**src/rtl/uart_periph.sv**
```systemverilog
// Memory-mapped 8N1 UART on the MEM-stage data bus: TXD/RXD/CON registers,
// independent TX and RX bit engines and a level interrupt.
module uart_periph #(
  parameter logic [15:0] BAUD_DIV  = 16'd5208,
  parameter logic [31:0] BASE_ADDR = 32'h40000018
) (
  input  logic        clk,
  input  logic        rst_n,
  input  logic [31:0] addr,
  input  logic [31:0] wdata,
  input  logic        mem_write,
  input  logic        mem_read,
  output logic [31:0] rdata,
  output logic        hit,
  input  logic        rx,
  output logic        tx,
  output logic        irq_uart
);

  localparam logic [29:0] TxdWord  = BASE_ADDR[31:2];
  localparam logic [29:0] RxdWord  = TxdWord + 30'd1;
  localparam logic [29:0] ConWord  = TxdWord + 30'd2;
  localparam logic [15:0] BaudLast = BAUD_DIV - 16'd1;
  localparam logic [15:0] HalfLast = (BAUD_DIV >> 1) - 16'd1;

  typedef enum logic [1:0] {StIdle, StStart, StData, StStop} uart_state_e;

  uart_state_e tx_state_q, tx_state_d, rx_state_q, rx_state_d;
  logic [15:0] tx_cnt_q, tx_cnt_d, rx_cnt_q, rx_cnt_d;
  logic [2:0]  tx_bit_q, tx_bit_d, rx_bit_q, rx_bit_d;
  logic [7:0]  tx_byte_q, rx_shift_q, rx_shift_d, rx_data_q;
  logic [1:0]  irq_en_q, sync_q;
  logic        tx_done_q, rx_valid_q, tx_done_set, rx_byte_done;
  logic        hit_txd, hit_rxd, hit_con, txd_wr, con_wr, con_rd, rxd_rd, tx_busy, rx_s;
  logic        unused_bits;

  assign unused_bits = ^{addr[1:0], wdata[31:8]};

  assign hit_txd = (addr[31:2] == TxdWord);
  assign hit_rxd = (addr[31:2] == RxdWord);
  assign hit_con = (addr[31:2] == ConWord);
  assign hit     = hit_txd | hit_rxd | hit_con;

  assign tx_busy = (tx_state_q != StIdle);
  assign txd_wr  = mem_write & hit_txd & ~tx_busy;
  assign con_wr  = mem_write & hit_con;
  assign con_rd  = mem_read & hit_con;
  assign rxd_rd  = mem_read & hit_rxd;
  assign rx_s    = sync_q[1];

  always_comb begin
    rdata = '0;
    if (mem_read) begin
      if (hit_rxd) begin
        rdata = {24'b0, rx_data_q};
      end else if (hit_con) begin
        rdata = {27'b0, tx_busy, rx_valid_q, tx_done_q, irq_en_q};
      end
    end
  end

  // Combinational from state so an async reset forces the line idle at once.
  assign tx = (tx_state_q == StStart) ? 1'b0 :
              (tx_state_q == StData)  ? tx_byte_q[tx_bit_q] : 1'b1;

  assign irq_uart = (tx_done_q & irq_en_q[0]) | (rx_valid_q & irq_en_q[1]);

  always_comb begin
    tx_state_d  = tx_state_q;
    tx_cnt_d    = tx_cnt_q + 16'd1;
    tx_bit_d    = tx_bit_q;
    tx_done_set = 1'b0;
    unique case (tx_state_q)
      StIdle: begin
        tx_cnt_d = '0;
        if (txd_wr) tx_state_d = StStart;
      end
      StStart: begin
        if (tx_cnt_q == BaudLast) begin
          tx_cnt_d   = '0;
          tx_bit_d   = '0;
          tx_state_d = StData;
        end
      end
      StData: begin
        if (tx_cnt_q == BaudLast) begin
          tx_cnt_d = '0;
          tx_bit_d = tx_bit_q + 3'd1;
          if (tx_bit_q == 3'd7) tx_state_d = StStop;
        end
      end
      StStop: begin
        if (tx_cnt_q == BaudLast) begin
          tx_cnt_d    = '0;
          tx_state_d  = StIdle;
          tx_done_set = 1'b1;
        end
      end
      default: tx_state_d = StIdle;
    endcase
  end

  always_comb begin
    rx_state_d   = rx_state_q;
    rx_cnt_d     = rx_cnt_q + 16'd1;
    rx_bit_d     = rx_bit_q;
    rx_shift_d   = rx_shift_q;
    rx_byte_done = 1'b0;
    unique case (rx_state_q)
      StIdle: begin
        rx_cnt_d = '0;
        if (!rx_s) rx_state_d = StStart;
      end
      StStart: begin
        // Re-check the start bit at mid-bit; a short low pulse is dropped.
        if (rx_cnt_q == HalfLast) begin
          rx_cnt_d   = '0;
          rx_bit_d   = '0;
          rx_state_d = rx_s ? StIdle : StData;
        end
      end
      StData: begin
        if (rx_cnt_q == BaudLast) begin
          rx_cnt_d   = '0;
          rx_shift_d = {rx_s, rx_shift_q[7:1]};
          rx_bit_d   = rx_bit_q + 3'd1;
          if (rx_bit_q == 3'd7) rx_state_d = StStop;
        end
      end
      StStop: begin
        if (rx_cnt_q == BaudLast) begin
          rx_cnt_d     = '0;
          rx_state_d   = StIdle;
          rx_byte_done = rx_s;
        end
      end
      default: rx_state_d = StIdle;
    endcase
  end

  always_ff @(posedge clk or negedge rst_n) begin
    if (!rst_n) begin
      tx_state_q <= StIdle;
      tx_cnt_q   <= '0;
      tx_bit_q   <= '0;
      tx_byte_q  <= '0;
      tx_done_q  <= 1'b0;
      irq_en_q   <= '0;
      sync_q     <= 2'b11;
      rx_state_q <= StIdle;
      rx_cnt_q   <= '0;
      rx_bit_q   <= '0;
      rx_shift_q <= '0;
      rx_data_q  <= '0;
      rx_valid_q <= 1'b0;
    end else begin
      tx_state_q <= tx_state_d;
      tx_cnt_q   <= tx_cnt_d;
      tx_bit_q   <= tx_bit_d;
      if (txd_wr) tx_byte_q <= wdata[7:0];
      tx_done_q  <= tx_done_set | (tx_done_q & ~con_rd);
      if (con_wr) irq_en_q <= wdata[1:0];
      sync_q     <= {sync_q[0], rx};
      rx_state_q <= rx_state_d;
      rx_cnt_q   <= rx_cnt_d;
      rx_bit_q   <= rx_bit_d;
      rx_shift_q <= rx_shift_d;
      if (rx_byte_done) rx_data_q <= rx_shift_q;
      rx_valid_q <= rx_byte_done | (rx_valid_q & ~rxd_rd);
    end
  end

endmodule
```
**config.mk**
```make
export PLATFORM = sky130hd
export DESIGN_NAME = uart_periph
export DESIGN_NICKNAME = d
export VERILOG_FILES = /design/src/rtl/uart_periph.sv
export SDC_FILE = /design/constraint.sdc
export NUM_CORES = 1
export LEC_CHECK = 0
export CAP_MARGIN = 20
export CORE_MARGIN = 3
export CORE_UTILIZATION = 30
export CTS_CLUSTER_DIAMETER = 50
export CTS_CLUSTER_SIZE = 30
export DETAILED_ROUTE_END_ITERATION = 8
export PLACE_DENSITY = 0.61
export SETUP_SLACK_MARGIN = 0.2
export SLEW_MARGIN = 20
export SYNTH_ARGS = -nofsm -noshare
export SYNTH_HDL_FRONTEND = slang
export SYNTH_SLANG_ARGS = --single-unit
```
**constraint.sdc**
```tcl
create_clock -name clk -period 2.5 [get_ports clk]
set_input_delay 0.5 -clock clk [delete_from_list [all_inputs] [get_ports clk]]
set_output_delay 0.5 -clock clk [all_outputs]
set_load 0.1 [all_outputs]
```
* Word level (Yosys, flattened, before mapping)
Index checks and enable logic that the tools add are counted.
** Word-level totals
- Input bits :: 69
- Word-level logic and storage cells :: 106
- ROM bits :: 0
- Bits in latches :: 0
- RAM bits :: 0
- Register bits after elaboration :: 72
- Memories kept :: 0
- Output and inout port bits :: 35
** Cells by class
- Muxes and demuxes :: 35
- Bitwise logic cells :: 17
- $lt $le $gt $ge :: 1
- Shift-type cells :: 0
- Add/subtract/negate cells :: 4
- Equality and inequality tests :: 24
- $mul :: 0
- Div/mod/pow operators :: 0
- Reduce and logical (&&, ||, !) cells :: 12
** Operator list (count)
- equality test 30 x 29 -> 1 bit (second input constant) :: 3
- 2-to-1 mux 16 bit :: 3
- case mux 16 bit (3 select lines) :: 1
- adder 16 x 1 -> 16 bit (second input constant) :: 2
- equality test 16 x 13 -> 1 bit (second input constant) :: 2
- 2-to-1 mux 32 bit :: 1
- case mux 16 bit (2 select lines) :: 1
- 2-to-1 mux 2 bit :: 11
- equality test 16 x 12 -> 1 bit (second input constant) :: 1
- case mux 2 bit (4 select lines) :: 2
- != test 2 bit (second input constant) :: 7
- 2-to-1 mux 3 bit :: 4
- case mux 3 bit (2 select lines) :: 2
- AND reduction 5 bit :: 2
- AND 1 bit :: 9
- equality test 2 bit (second input constant) :: 4
- 2-to-1 mux 8 bit :: 1
- 2-to-1 mux 1 bit :: 7
- adder 3 x 1 -> 3 bit (second input constant) :: 2
- equality test 3 bit (second input constant) :: 2
- != test 2 x 1 -> 1 bit (second input constant) :: 3
- AND reduction 3 bit :: 2
- nonzero test 2 bit :: 3
- 2-to-1 mux 5 bit :: 1
- 9 further kinds :: 17

* Logic depth before layout (Yosys ltp)
- Depth in word-level cells :: 5
- Gate-level depth with buffers :: 7
- Mapped depth without buffers :: 6

* Worst setup path after synthesis
OpenSTA, ideal clock, no wires.
- Path kind :: input to output
- From :: input port addr[21]
- To :: output port rdata[4]
- Buffers on the path :: 0
- Arrival time :: 2.951 ns
- Slack :: -0.951 ns
- Stages on the path :: 4
- Data required time :: 2.000 ns
- Cells stage by stage :: or4_1 > nor3_1 > nand3_1 > o2bb2ai_1
** Between the ends
- Longest elaborated chain between the ends :: 4
- Elaborated cells on any way between the ends :: 5
** RTL lines
- start: declaration :: line 9 : input logic [31:0] addr,
- equality test 30 x 29 -> 1 bit :: line 41 : assign hit_con = (addr[31:2] == ConWord);
- 2-to-1 mux 5 bit :: line 56 : end else if (hit_con) begin
- 2-to-1 mux 8 bit * :: line 54 : if (hit_rxd) begin
- 2-to-1 mux 32 bit * :: line 53 : if (mem_read) begin
- end: declaration :: line 13 : output logic [31:0] rdata,
Mark *: on every way between the ends. The rest lies on a longest branch, timed or not.

* Worst setup path in the final report
- From :: input port addr[27]
- To :: output port rdata[6]
** Between the ends
- Longest elaborated chain between the ends :: 3
** RTL lines
- equality test 30 x 29 -> 1 bit :: line 40 : assign hit_rxd = (addr[31:2] == RxdWord);
- 2-to-1 mux 8 bit :: line 54
- 2-to-1 mux 32 bit :: line 53
Every way passes these cells.

==> results_dict.tcl <==
set metrics [dict create \
    synth-main-ff-cell "sky130_fd_sc_hd__dfrtp_1" \
    root_buffer "sky130_fd_sc_hd__clkbuf_16" \
    n_antenna_cell 0 \
    setup_viol 9 \
    postSynth.asyncResetShare 1.00 \
    power_density_nw_per_um2 542 \
    synth_edf_count 0 \
    fp.coreArea_sq_um 12200 \
    crit_path_max_fanout 8 \
    critical_path_arrival_ps 2280 \
    result_of_the_run "finished with violations" \
    drt-pass1-iter-count 4 \
    dp_hpwl_mm 5.89 \
    clk_transition_reported_paths_ps 50 \
    worst-r2r-cell-count 5 \
    syn-instance-count 351 \
    ys.warnings.count 0 \
    port_buffers 53 \
    boundaryPins 104 \
    detail_route.vias_per_cell 4.61 \
    cts_max_level 3 \
    worst_hold_slack_ps 201 \
    areaGrowthSynthToFinish_pct 34.0 \
    setup_slack_on_the_worst_flop_to_flop_path_ps 320 \
    proportion_of_layout_cells_with_a_drive_suffix_above_1 0.270 \
    final_hold_viol_count 0 \
    drv_cap 0 \
    initial_utilization 0.311 \
    drtIter0Drc 176 \
    setup_total_negative_slack_ps -2360 \
    maximum_number_of_pins_on_one_net_before_global_route_repair 37 \
    die_h_um 119 \
    avgSynthCellArea_sq_um 10.8 \
    final_routed_wirelength_mm 8.07 \
    clock_skew_ps 5.99 \
    critical_path_required_ps 2000 \
    dieArea_sq_um 14000 \
    worst-setup-path-type "in2out" \
    global_route_wire_length_before_repair_mm 13.6 \
    grt_pass1_vias 2809 \
    critPathLaunchType "input port" \
    chipWidth_um 119 \
    std_cell_rows 40 \
    grt_remaining_overflow 0 \
    clock_path_buffers 2 \
    fmax_mhz 359 \
    synth_seq_cells 72 \
    layout_worst_path_cycle_share 1.11 \
    synth-seq-area-share 0.475 \
    grt_setup_unrepaired "yes" \
    fin_crit_ps 2780 \
    clkSinkCount 72 \
    place_congestion 0.760 \
    drt.antenna.violating_nets 0 \
    final_nets 504 \
    worst_r2r_endpoint "rx_data_q[7]" \
    syn_area_sq_um 3800 \
    grt_util_all_layers 0.118 \
    vdd_drop_max_mv 0.428 \
    cts_tree "yes" \
    synth.distinct_cells 50 \
    clk_latency_ps 320 \
    max-slew-margin-rel 0.575 \
    setup_ws_post_layout_ps -282 \
    slew_violations 0 \
    violated_checks "setup timing" \
    post_cts_hold_buffer_count 0 \
    post-route-drc-count 0 \
    vias 2755 \
    grt_antenna_before_repair 0 \
    detail_route.wl_per_cell_um 13.5 \
    critical_path.endpoint_type "output pin" \
    hold_class "in2async" \
    numCtsBuffers 9 \
    source_of_the_worst_register_to_register_timing_path "rx_cnt_q[14]" \
    worst_slew_pin_slew_ps 637 \
    leakage_nw 2.29 \
]
[metal layers]
metal	global-route usage	vias to the layer above	wire length, um
met5	0	-	0
met4	0.0485	0	108
met3	0.0292	5	383
met2	0.197	71	4000
met1	0.146	1344	3570
li1	-	1335	-
[sequential cells by signal, summed over array words and instances, names as in the netlist, 2 cells and up, named ones only]
name / flops
tx_byte_q: 8
tx_bit_q: 3
sync_q: 2
rx_bit_q: 3
irq_en_q: 2
rx_data_q: 8
tx_state_q: 2
rx_cnt_q: 16
rx_shift_q: 8
tx_cnt_q: 16
[cells by family (layout without fill, tap and decap cells)]
logic type / count (synthesis) / in the layout / synth area share
xor gates and xnor gates: 27 / 27 / 0.0623
other: 1 / 24 / 0.000988
buffers and inverters: 41 / 96 / 0.0662
adders and majority gates: 11 / 11 / 0.0362
AOI/OAI and AO/OA: 30 / 30 / 0.0583
and+or+nand+nor: 138 / 138 / 0.195
muxes: 31 / 31 / 0.105
DFF: 72 / 72 / 0.475
[per-stage QoR]
| stage | cell area (sq um) | util | cells | total power (W) | worst slack [ps] |
|---|---|---|---|---|---|
| finish | 5090 | 0.417 | 597 | 0.00275 | -282 |
| global placement | 4710 | 0.385 | 579 | 0.00146 | -654 |
| CTS | 5040 | 0.413 | 595 | 0.00279 | -323 |
| global route | 5090 | 0.417 | 597 | 0.00286 | -345 |
| detailed placement | 4710 | 0.385 | 579 | 0.00146 | -689 |
| floorplan | 3950 | - | 374 | 0.00138 | -186 |
[repair_timing]
item,CTS,global route
gates resized for setup,45,33
hold endpoints to repair,0,0
cloned,0,0
pin swaps,14,11
buffers inserted,0,2
endpoints found under the setup margin,20,35
[synthesized netlist by cell type (4+ instances only)]
cell type	instances	area (sq um)
sky130_fd_sc_hd__a22o_1	8	70.1
sky130_fd_sc_hd__xor2_1	15	131
sky130_fd_sc_hd__xnor2_1	12	105
sky130_fd_sc_hd__nor4bb_1	4	40.0
sky130_fd_sc_hd__nor4_1	7	43.8
sky130_fd_sc_hd__mux2_2	19	214
sky130_fd_sc_hd__nand2_1	21	78.8
sky130_fd_sc_hd__nor2_1	47	176
sky130_fd_sc_hd__nand3_1	12	60.1
sky130_fd_sc_hd__buf_4	25	188
sky130_fd_sc_hd__and4_1	4	35.0
sky130_fd_sc_hd__mux2_4	8	120
sky130_fd_sc_hd__dfrtp_1	70	1750
sky130_fd_sc_hd__and2_1	5	31.3
sky130_fd_sc_hd__clkbuf_1	4	15.0
sky130_fd_sc_hd__nor3_1	7	35.0
sky130_fd_sc_hd__a21oi_1	4	20.0
sky130_fd_sc_hd__inv_1	9	33.8
sky130_fd_sc_hd__o21ai_0	8	40.0
sky130_fd_sc_hd__ha_1	11	138
sky130_fd_sc_hd__nand4_1	8	50.1
[worst max-delay path by stage]
stage                         from       end  slack, ps  cells after the start
after floorplan           addr[21]  rdata[2]       -190                      4
after global placement     addr[8]  rdata[3]       -650                      8
after detailed placement  addr[13]  rdata[3]       -690                      8
after CTS                 addr[22]  rdata[5]       -320                      7
after global routing      addr[27]  rdata[6]       -340                      8
final                     addr[27]  rdata[6]       -280                      8
[placed cells by master, fill, tap and decap left out, types with 12 or more instances in the layout]
cell                               n
sky130_fd_sc_hd__xor2_1           15
sky130_fd_sc_hd__buf_12           12
sky130_fd_sc_hd__dfrtp_1          69
sky130_fd_sc_hd__buf_4            16
sky130_fd_sc_hd__clkdlybuf4s50_1  15
sky130_fd_sc_hd__nor2_1           47
sky130_fd_sc_hd__mux2_2           19
sky130_fd_sc_hd__xnor2_1          12
sky130_fd_sc_hd__nand3_1          12
sky130_fd_sc_hd__nand2_1          20
sky130_fd_sc_hd__conb_1           24
[report_power, final]
group / internal, W / switching (W) / leakage [nW] / total, W
Sequential: 0.00117 / 0.00000139 / 0.978 / 0.00117
Clock: 0.000880 / 0.000444 / 0.159 / 0.00132
Combinational: 0.0000567 / 0.000204 / 1.15 / 0.000261
[critical path: stages]
cell and delay, ps:
sky130_fd_sc_hd__dlygate4sd2_1 240, sky130_fd_sc_hd__nor4_2 280, sky130_fd_sc_hd__nand2_1 120, sky130_fd_sc_hd__or4_4 550
sky130_fd_sc_hd__nor2_4 140, sky130_fd_sc_hd__buf_12 140, sky130_fd_sc_hd__and2_4 150, sky130_fd_sc_hd__buf_12 160
[layout make-up]
cell class / count / area [sq um]
clock inverters: 2 / 35.0
well taps: 168 / 210
repair buffers: 71 / 737
inverters: 9 / 33.8
flip-flops and latches: 72 / 1810
multi-input cells: 261 / 1980
clock buffers: 14 / 284
fillers: 1156 / 7120
Power figures use the tool's default switching activity.
